File: src/rtl/led_pwm_driver_pkg.sv
// Shared defaults, the PWM full-scale constant and the brightness level type
// for the LED PWM output stage.
package bbcpu_led_pkg;

    localparam int DEF_LED_COUNT = 5;
    localparam int DEF_PWM_BITS  = 4;
    localparam int DEF_PRESCALE  = 1200;

    // Full-scale level for a given resolution; also the PWM period in ticks.
    function automatic int pwm_max(input int bits);
        return (1 << bits) - 1;
    endfunction

    localparam int PWM_MAX = pwm_max(DEF_PWM_BITS);

    typedef logic [DEF_PWM_BITS-1:0] led_level_t;

endpackage

File: src/rtl/led_pwm_driver_if.sv
// CPU-side LED pattern/brightness inputs and pin-side outputs of the PWM driver.
// master = pattern source, slave = led_pwm_driver.
interface led_pwm_driver_if
    import bbcpu_led_pkg::*;
#(
    parameter int LED_COUNT = DEF_LED_COUNT,
    parameter int PWM_BITS  = DEF_PWM_BITS
);
    logic [LED_COUNT-1:0] led_in;
    logic [PWM_BITS-1:0]  brightness;
    logic [LED_COUNT-1:0] leds;
    logic                 frame_start;

    modport master (
        output led_in,
        output brightness,
        input  leds,
        input  frame_start
    );

    modport slave (
        input  led_in,
        input  brightness,
        output leds,
        output frame_start
    );
endinterface

File: src/rtl/led_pwm_driver_channel.sv
// One LED channel: target mux, level register and registered PWM compare.
// With LED_FADE_EN defined the level ramps by one step per frame toward target.
module led_channel
    import bbcpu_led_pkg::*;
#(
    parameter int PWM_BITS = DEF_PWM_BITS
) (
    input  logic                clk,
    input  logic                rst_n,
    input  logic                frame_evt_i,
    input  logic                pat_bit_i,
    input  logic [PWM_BITS-1:0] bri_i,
    input  logic [PWM_BITS-1:0] pwm_cnt_nxt_i,
    output logic                led_o
);

    logic [PWM_BITS-1:0] target;
    logic [PWM_BITS-1:0] level_q, level_d;
    logic                led_q, led_d;

    assign target = pat_bit_i ? bri_i : '0;

`ifdef LED_FADE_EN
    always_comb begin
        level_d = level_q;
        if (frame_evt_i) begin
            if (level_q < target) begin
                level_d = level_q + PWM_BITS'(1);
            end else if (level_q > target) begin
                level_d = level_q - PWM_BITS'(1);
            end
        end
    end
`else
    always_comb begin
        level_d = level_q;
        if (frame_evt_i) begin
            level_d = target;
        end
    end
`endif

    // Compare against next-cycle counter and level so the pin changes in the
    // same cycle as frame_start instead of one cycle later.
    assign led_d = (pwm_cnt_nxt_i < level_d);

    always_ff @(posedge clk or negedge rst_n) begin
        if (!rst_n) begin
            level_q <= '0;
            led_q   <= 1'b0;
        end else begin
            level_q <= level_d;
            led_q   <= led_d;
        end
    end

    assign led_o = led_q;

endmodule

File: src/rtl/led_pwm_driver.sv
// LED PWM output stage: pattern synchroniser, prescaler, frame counter, frame
// shadows and LED_COUNT output channels. Optional fading under LED_FADE_EN.
module led_pwm_driver
    import bbcpu_led_pkg::*;
#(
    parameter int LED_COUNT = DEF_LED_COUNT,
    parameter int PWM_BITS  = DEF_PWM_BITS,
    parameter int PRESCALE  = DEF_PRESCALE
) (
    input  logic              clk,
    input  logic              rst_n,
    led_pwm_driver_if.slave   bus
);

    localparam int PSC_W = (PRESCALE > 1) ? $clog2(PRESCALE) : 1;
    localparam logic [PSC_W-1:0]    PSC_LAST = PSC_W'(PRESCALE - 1);
    localparam logic [PWM_BITS-1:0] CNT_LAST = PWM_BITS'(pwm_max(PWM_BITS) - 1);

    logic [PSC_W-1:0]     psc_q, psc_d;
    logic [PWM_BITS-1:0]  pwm_cnt_q, pwm_cnt_d;
    logic [LED_COUNT-1:0] sync1_q, pat_sync_q;
    logic [LED_COUNT-1:0] pat_shadow_q, pat_shadow_d;
    logic [PWM_BITS-1:0]  bri_shadow_q, bri_shadow_d;
    logic                 frame_start_q;
    logic                 tick;
    logic                 frame_evt;
    logic [LED_COUNT-1:0] leds_w;

    always_comb begin
        tick      = (psc_q == PSC_LAST);
        psc_d     = tick ? '0 : psc_q + PSC_W'(1);
        frame_evt = tick && (pwm_cnt_q == CNT_LAST);
        pwm_cnt_d = pwm_cnt_q;
        if (tick) begin
            pwm_cnt_d = frame_evt ? '0 : pwm_cnt_q + PWM_BITS'(1);
        end
        // Shadows only move on a frame wrap, so mid-frame input changes wait.
        pat_shadow_d = frame_evt ? pat_sync_q     : pat_shadow_q;
        bri_shadow_d = frame_evt ? bus.brightness : bri_shadow_q;
    end

    always_ff @(posedge clk or negedge rst_n) begin
        if (!rst_n) begin
            psc_q         <= '0;
            pwm_cnt_q     <= '0;
            sync1_q       <= '0;
            pat_sync_q    <= '0;
            pat_shadow_q  <= '0;
            bri_shadow_q  <= '0;
            frame_start_q <= 1'b0;
        end else begin
            psc_q         <= psc_d;
            pwm_cnt_q     <= pwm_cnt_d;
            sync1_q       <= bus.led_in;
            pat_sync_q    <= sync1_q;
            pat_shadow_q  <= pat_shadow_d;
            bri_shadow_q  <= bri_shadow_d;
            frame_start_q <= frame_evt;
        end
    end

    for (genvar gi = 0; gi < LED_COUNT; gi++) begin : gen_ch
        led_channel #(
            .PWM_BITS (PWM_BITS)
        ) u_ch (
            .clk           (clk),
            .rst_n         (rst_n),
            .frame_evt_i   (frame_evt),
            .pat_bit_i     (pat_shadow_d[gi]),
            .bri_i         (bri_shadow_d),
            .pwm_cnt_nxt_i (pwm_cnt_d),
            .led_o         (leds_w[gi])
        );
    end

    assign bus.leds        = leds_w;
    assign bus.frame_start = frame_start_q;

endmodule

File: src/flat_wrapper.sv
// flat-port wrapper written by rule: the top's interface ports become plain ports
module led_pwm_driver_flat import bbcpu_led_pkg::*;
#(
    parameter int LED_COUNT = DEF_LED_COUNT,
    parameter int PWM_BITS  = DEF_PWM_BITS,
    parameter int PRESCALE  = DEF_PRESCALE
)
  (clk, rst_n, bus_led_in, bus_brightness, bus_leds, bus_frame_start);
  led_pwm_driver_if #(.LED_COUNT(LED_COUNT), .PWM_BITS(PWM_BITS)) bus_i ();
  input  logic clk;
  input  logic rst_n;
  input wire logic [$bits(bus_i.led_in)-1:0] bus_led_in;
  input wire logic [$bits(bus_i.brightness)-1:0] bus_brightness;
  output wire logic [$bits(bus_i.leds)-1:0] bus_leds;
  output wire logic [$bits(bus_i.frame_start)-1:0] bus_frame_start;
  assign bus_i.led_in = bus_led_in;
  assign bus_i.brightness = bus_brightness;
  assign bus_leds = bus_i.leds;
  assign bus_frame_start = bus_i.frame_start;
  led_pwm_driver #(.LED_COUNT(LED_COUNT), .PWM_BITS(PWM_BITS), .PRESCALE(PRESCALE)) u_core (.clk(clk), .rst_n(rst_n), .bus(bus_i));
endmodule
File: config.mk
export PLATFORM = sky130hd
export DESIGN_NAME = led_pwm_driver_flat
export DESIGN_NICKNAME = d
export VERILOG_FILES = /design/src/rtl/led_pwm_driver_pkg.sv /design/src/rtl/led_pwm_driver_if.sv /design/src/rtl/led_pwm_driver_channel.sv /design/src/rtl/led_pwm_driver.sv /design/src/flat_wrapper.sv
export SDC_FILE = /design/constraint.sdc
export NUM_CORES = 1
export LEC_CHECK = 0
export ABC_AREA = 1
export BUFFER_PORTS_ARGS = -buffer_cell sky130_fd_sc_hd__buf_4
export CORE_MARGIN = 2
export CORE_UTILIZATION = 40
export DETAILED_ROUTE_END_ITERATION = 8
export HOLD_SLACK_MARGIN = 0.03
export SLEW_MARGIN = 30
export SYNTH_ARGS = -nofsm -noshare
export SYNTH_HDL_FRONTEND = slang
export SYNTH_SLANG_ARGS = --single-unit
File: constraint.sdc
create_clock -name clk -period 6.4 [get_ports clk]
set_input_delay 1.28 -clock clk [delete_from_list [all_inputs] [get_ports clk]]
set_output_delay 1.28 -clock clk [all_outputs]
set_load 0.02 [all_outputs]
==> summary.txt <==
Power
  – Logic gate share of total power: 0.024
  – P_leak: 1.68 nW
  – Tot Pwr: 0.579 mW
  – Power per cell area: 206 nW/um2
  – Sequential share of power: 0.564
  – Peak VDD IR: 0.118 mV
  – Switching Power: 0.121 mW
  – P_int: 0.458 mW
  – Switching share of power: 0.208
  – Clock power share: 0.412

Setup path
  – Element type at the critical path start: flip-flop
  – Reg2reg path depth: 10
  – FF-to-FF Start: u_core.psc_q[0]$_DFF_PN0_
  – R2R setup slack: 3.65 ns
  – Reg-to-reg endpoint: u_core.gen_ch[1].u_ch.led_o$_DFF_PN0_
  – Crit path required time: 6.65 ns
  – CP endpoint: u_core.gen_ch[1].u_ch.led_o$_DFF_PN0_
  – Critical Path Source: u_core.psc_q[0]$_DFF_PN0_
  – Crit path arrival time: 2.99 ns
  – Critical Setup Path Class: reg2reg
  – Worst setup EP type: flip-flop
  – Worst-path fanout max: 9

STA
  – Setup WS post-layout: 3.65 ns
  – Setup TNS: 0 ns
  – Period utilisation layout: 0.429
  – RSZ-0062 raised after global routing: no
  – Hold_ws: 0.354 ns
  – Max-slew violations: 0
  – Fin crit period: 2.75 ns
  – Relative slew slack: 0.501
  – Clk_skew: 0.00734 ns
  – Final setup viols: 0
  – Endpoints failing hold: 0
  – Worst Tran Pin Value: 0.748 ns
  – Max Fclk: 364 MHz

Detailed routing
  – Vias: 1692
  – DRC viols: 0
  – Routed WL per cell: 12.2 um
  – Post-DRT Antenna Nets: 0
  – Vias per inst: 4.66
  – Routed wire length: 4.43 mm
  – Detailed Route Iter0 Violations: 97
  – Pre-antenna DRT Iters: 4

Floorplanning
  – Die Area: 6970 um2
  – Placement row count: 28
  – Die width: 83.5 um
  – Die height: 83.5 um
  – Top-level I/O count: 17
  – Core area: 6030 um2
  – Initial core utilization: 0.420

Synth
  – Post-synthesis sequential area ratio: 0.505
  – Yosys reg bits: 51
  – Post-Syn Nets: 301
  – Mapped cell area: 2530 um2
  – Post-synth top flop: dfrtp_1
  – Post-synth EDFFs: 0
  – FFs w/ async S/R, synth: 1.00
  – Avg Inst Size Synth: 9.30 um2
  – Unique masters post-synth: 30
  – Syn Inst Count: 272
  – Synthesis warning total: 0

Clocking
  – CTS max path bufs: 2
  – Clk sink count: 51
  – Clk root buf: clkbuf_8
  – CTS tree: built
  – Num CTS Buffers: 5
  – Setup Fix Bufs, Post-CTS: 0
  – Cts repair resizes: 0
  – Post-CTS Hold Buffers: 0
  – H-tree depth: 2
  – Clock Latency Late Sink: 0.31 ns
  – Clock Pin Slew Worst Setup and Hold Paths: 0.10 ns

Global route
  – Global-route wire length before repair: 8.01 mm
  – Vias in the first global route: 1709
  – Remaining Overflow, GRT: 0
  – Largest net degree at the start of global routing: 52
  – Gr usage total: 0.142
  – Initial antenna violation count: 0

Finish
  – Final core occ: 0.466
  – Diode count: 0
  – Share of layout cells above drive strength 1: 0.188
  – Final Non-Filler Cells: 363
  – Post-route cell area: 2810 um2
  – Fillers: 578
  – Nets: 316
  – Area delta synth->final: 11.0%

Placement
  – Placed cell count: 355
  – Hpwl dp: 3.19 mm
  – Input/output buffers: 16
  – Placed Instance Area: 2680 um2
  – Place WS: 3.59 ns
  – Gpl congestion: 0.748

Outcome
  – Status: finished clean

Run
  – Max_cap viols: 0

Min path
  – Hold WC Path Type: reg2reg
==> cell usage in the layout (no fill, tap or decap) <==
| cell type | Yosys | layout |
|---|---|---|
| o21ai_2 | 2 | 2 |
| ha_1 | 18 | 18 |
| nor2_1 | 12 | 12 |
| nand2_1 | 50 | 50 |
| a22oi_1 | 2 | 2 |
| dfrtp_1 | 51 | 51 |
| nand2_4 | 1 | 1 |
| inv_6 | 0 | 1 |
| buf_4 | 6 | 16 |
| xor2_1 | 2 | 2 |
| a21oi_2 | 5 | 5 |
| o21ai_0 | 4 | 4 |
| nand4_2 | 1 | 1 |
| o21ai_1 | 2 | 2 |
| nand4_1 | 7 | 7 |
| a21oi_1 | 3 | 3 |
| inv_1 | 60 | 60 |
| a21o_1 | 5 | 5 |
| nor2_4 | 3 | 3 |
| bufinv_16 | 0 | 1 |
| and3_2 | 1 | 1 |
| o22ai_1 | 5 | 5 |
| nor3_2 | 0 | 1 |
| nor2_2 | 2 | 2 |
| or2_2 | 1 | 1 |
| nand2_2 | 3 | 3 |
| o22ai_2 | 4 | 4 |
| inv_2 | 5 | 5 |
| nor4_1 | 1 | 1 |
| nand3_1 | 9 | 9 |
| nor3_1 | 4 | 3 |
| clkbuf_8 | 0 | 6 |
| o31ai_2 | 0 | 1 |
==> worst min path at each step <==
stage                                start                              to  depth (start not counted)
4_1_cts        u_core.sync1_q[2]$_DFF_PN0_  u_core.pat_sync_q[2]$_DFF_PN0_                          0
3_3_place_gp   u_core.sync1_q[1]$_DFF_PN0_  u_core.pat_sync_q[1]$_DFF_PN0_                          0
6_report       u_core.sync1_q[3]$_DFF_PN0_  u_core.pat_sync_q[3]$_DFF_PN0_                          0
2_1_floorplan  u_core.sync1_q[0]$_DFF_PN0_  u_core.pat_sync_q[0]$_DFF_PN0_                          0
3_5_place_dp   u_core.sync1_q[2]$_DFF_PN0_  u_core.pat_sync_q[2]$_DFF_PN0_                          0
5_1_grt        u_core.sync1_q[3]$_DFF_PN0_  u_core.pat_sync_q[3]$_DFF_PN0_                          0
==> power groups by stage <==
stage | Combinational, mW | Clock, mW | Sequential (mW)
after floorplan | 0.00194 | 0 | 0.333
after global placement | 0.0144 | 0 | 0.333
after detailed placement | 0.0144 | 0 | 0.333
after CTS | 0.0144 | 0.243 | 0.327
after global routing | 0.0161 | 0.257 | 0.327
final | 0.0136 | 0.238 | 0.327
==> synthesized netlist by cell type (2+ instances only) <==
| cell type | count | share of area |
|---|---|---|
| inv_1 | 60 | 0.089 |
| nor2_4 | 3 | 0.013 |
| xor2_1 | 2 | 0.0069 |
| a21oi_1 | 3 | 0.0059 |
| buf_6 | 2 | 0.0089 |
| a21oi_2 | 5 | 0.017 |
| o21ai_1 | 2 | 0.0040 |
| nor3_1 | 4 | 0.0079 |
| buf_4 | 6 | 0.018 |
| nor2_1 | 12 | 0.018 |
| o21ai_2 | 2 | 0.0069 |
| o22ai_1 | 5 | 0.012 |
| o21ai_0 | 4 | 0.0079 |
| o22ai_2 | 4 | 0.020 |
| nand2_1 | 50 | 0.074 |
| nor2_2 | 2 | 0.0049 |
| ha_1 | 18 | 0.089 |
| nand3_1 | 9 | 0.018 |
| dfrtp_1 | 51 | 0.50 |
| nand2_2 | 3 | 0.0074 |
| a22oi_1 | 2 | 0.0059 |
| inv_2 | 5 | 0.0074 |
| a21o_1 | 5 | 0.015 |
| nand4_1 | 7 | 0.017 |
==> kinds of logic (layout without fill, tap and decap cells) <==
| group | Yosys count | after routing | share of synthesized area |
|---|---|---|---|
| flops | 51 | 51 | 0.505 |
| compound gates | 33 | 33 | 0.0980 |
| buf+inv | 73 | 89 | 0.123 |
| simple gates | 95 | 95 | 0.178 |
| fa+ha+maj | 18 | 18 | 0.0891 |
| xor+xnor | 2 | 2 | 0.00693 |
==> layout make-up <==
cell class / instances / area, um2 / area share
Sequential cell: 51 / 1280 / 0.455
Multi-Input combinational cell: 148 / 951 / 0.339
Inverter: 65 / 244 / 0.0869
Timing Repair Buffer: 16 / 120 / 0.0428
Tap cell: 75 / 93.8 / 0.0334
Clock buffer: 6 / 82.6 / 0.0294
Clock inverter: 2 / 38.8 / 0.0138
==> routing by layer <==
metal  vias to the layer above  share of wire  track usage
met4                         0          0.021       0.0572
met2                        29           0.46        0.218
met3                         8          0.034       0.0237
li1                        877              -            -
met5                         -              0            0
met1                       778           0.49        0.201
==> worst max-delay path: stages, from the launching register on <==
cell     delay, ns
dfrtp_1       0.41
ha_1          0.21
nand2_2       0.08
nor2_4        0.16
nand4_2       0.27
nor2_1        0.20
o21ai_0       0.09
a21oi_1       0.60
ha_1          0.37
a21o_1        0.19
a21oi_2       0.10
==> registers in the layout, summed over array words and instances, names as in the netlist <==
| register | cells |
|---|---|
| u_core.bus.frame_start | 1 |
| u_core.gen_ch.u_ch.level_q | 20 |
| u_core.pwm_cnt_q | 4 |
| u_core.sync1_q | 5 |
| u_core.gen_ch.u_ch.led_o | 5 |
| u_core.pat_sync_q | 5 |
| u_core.psc_q | 11 |
(Power assumes the default switching activity.)
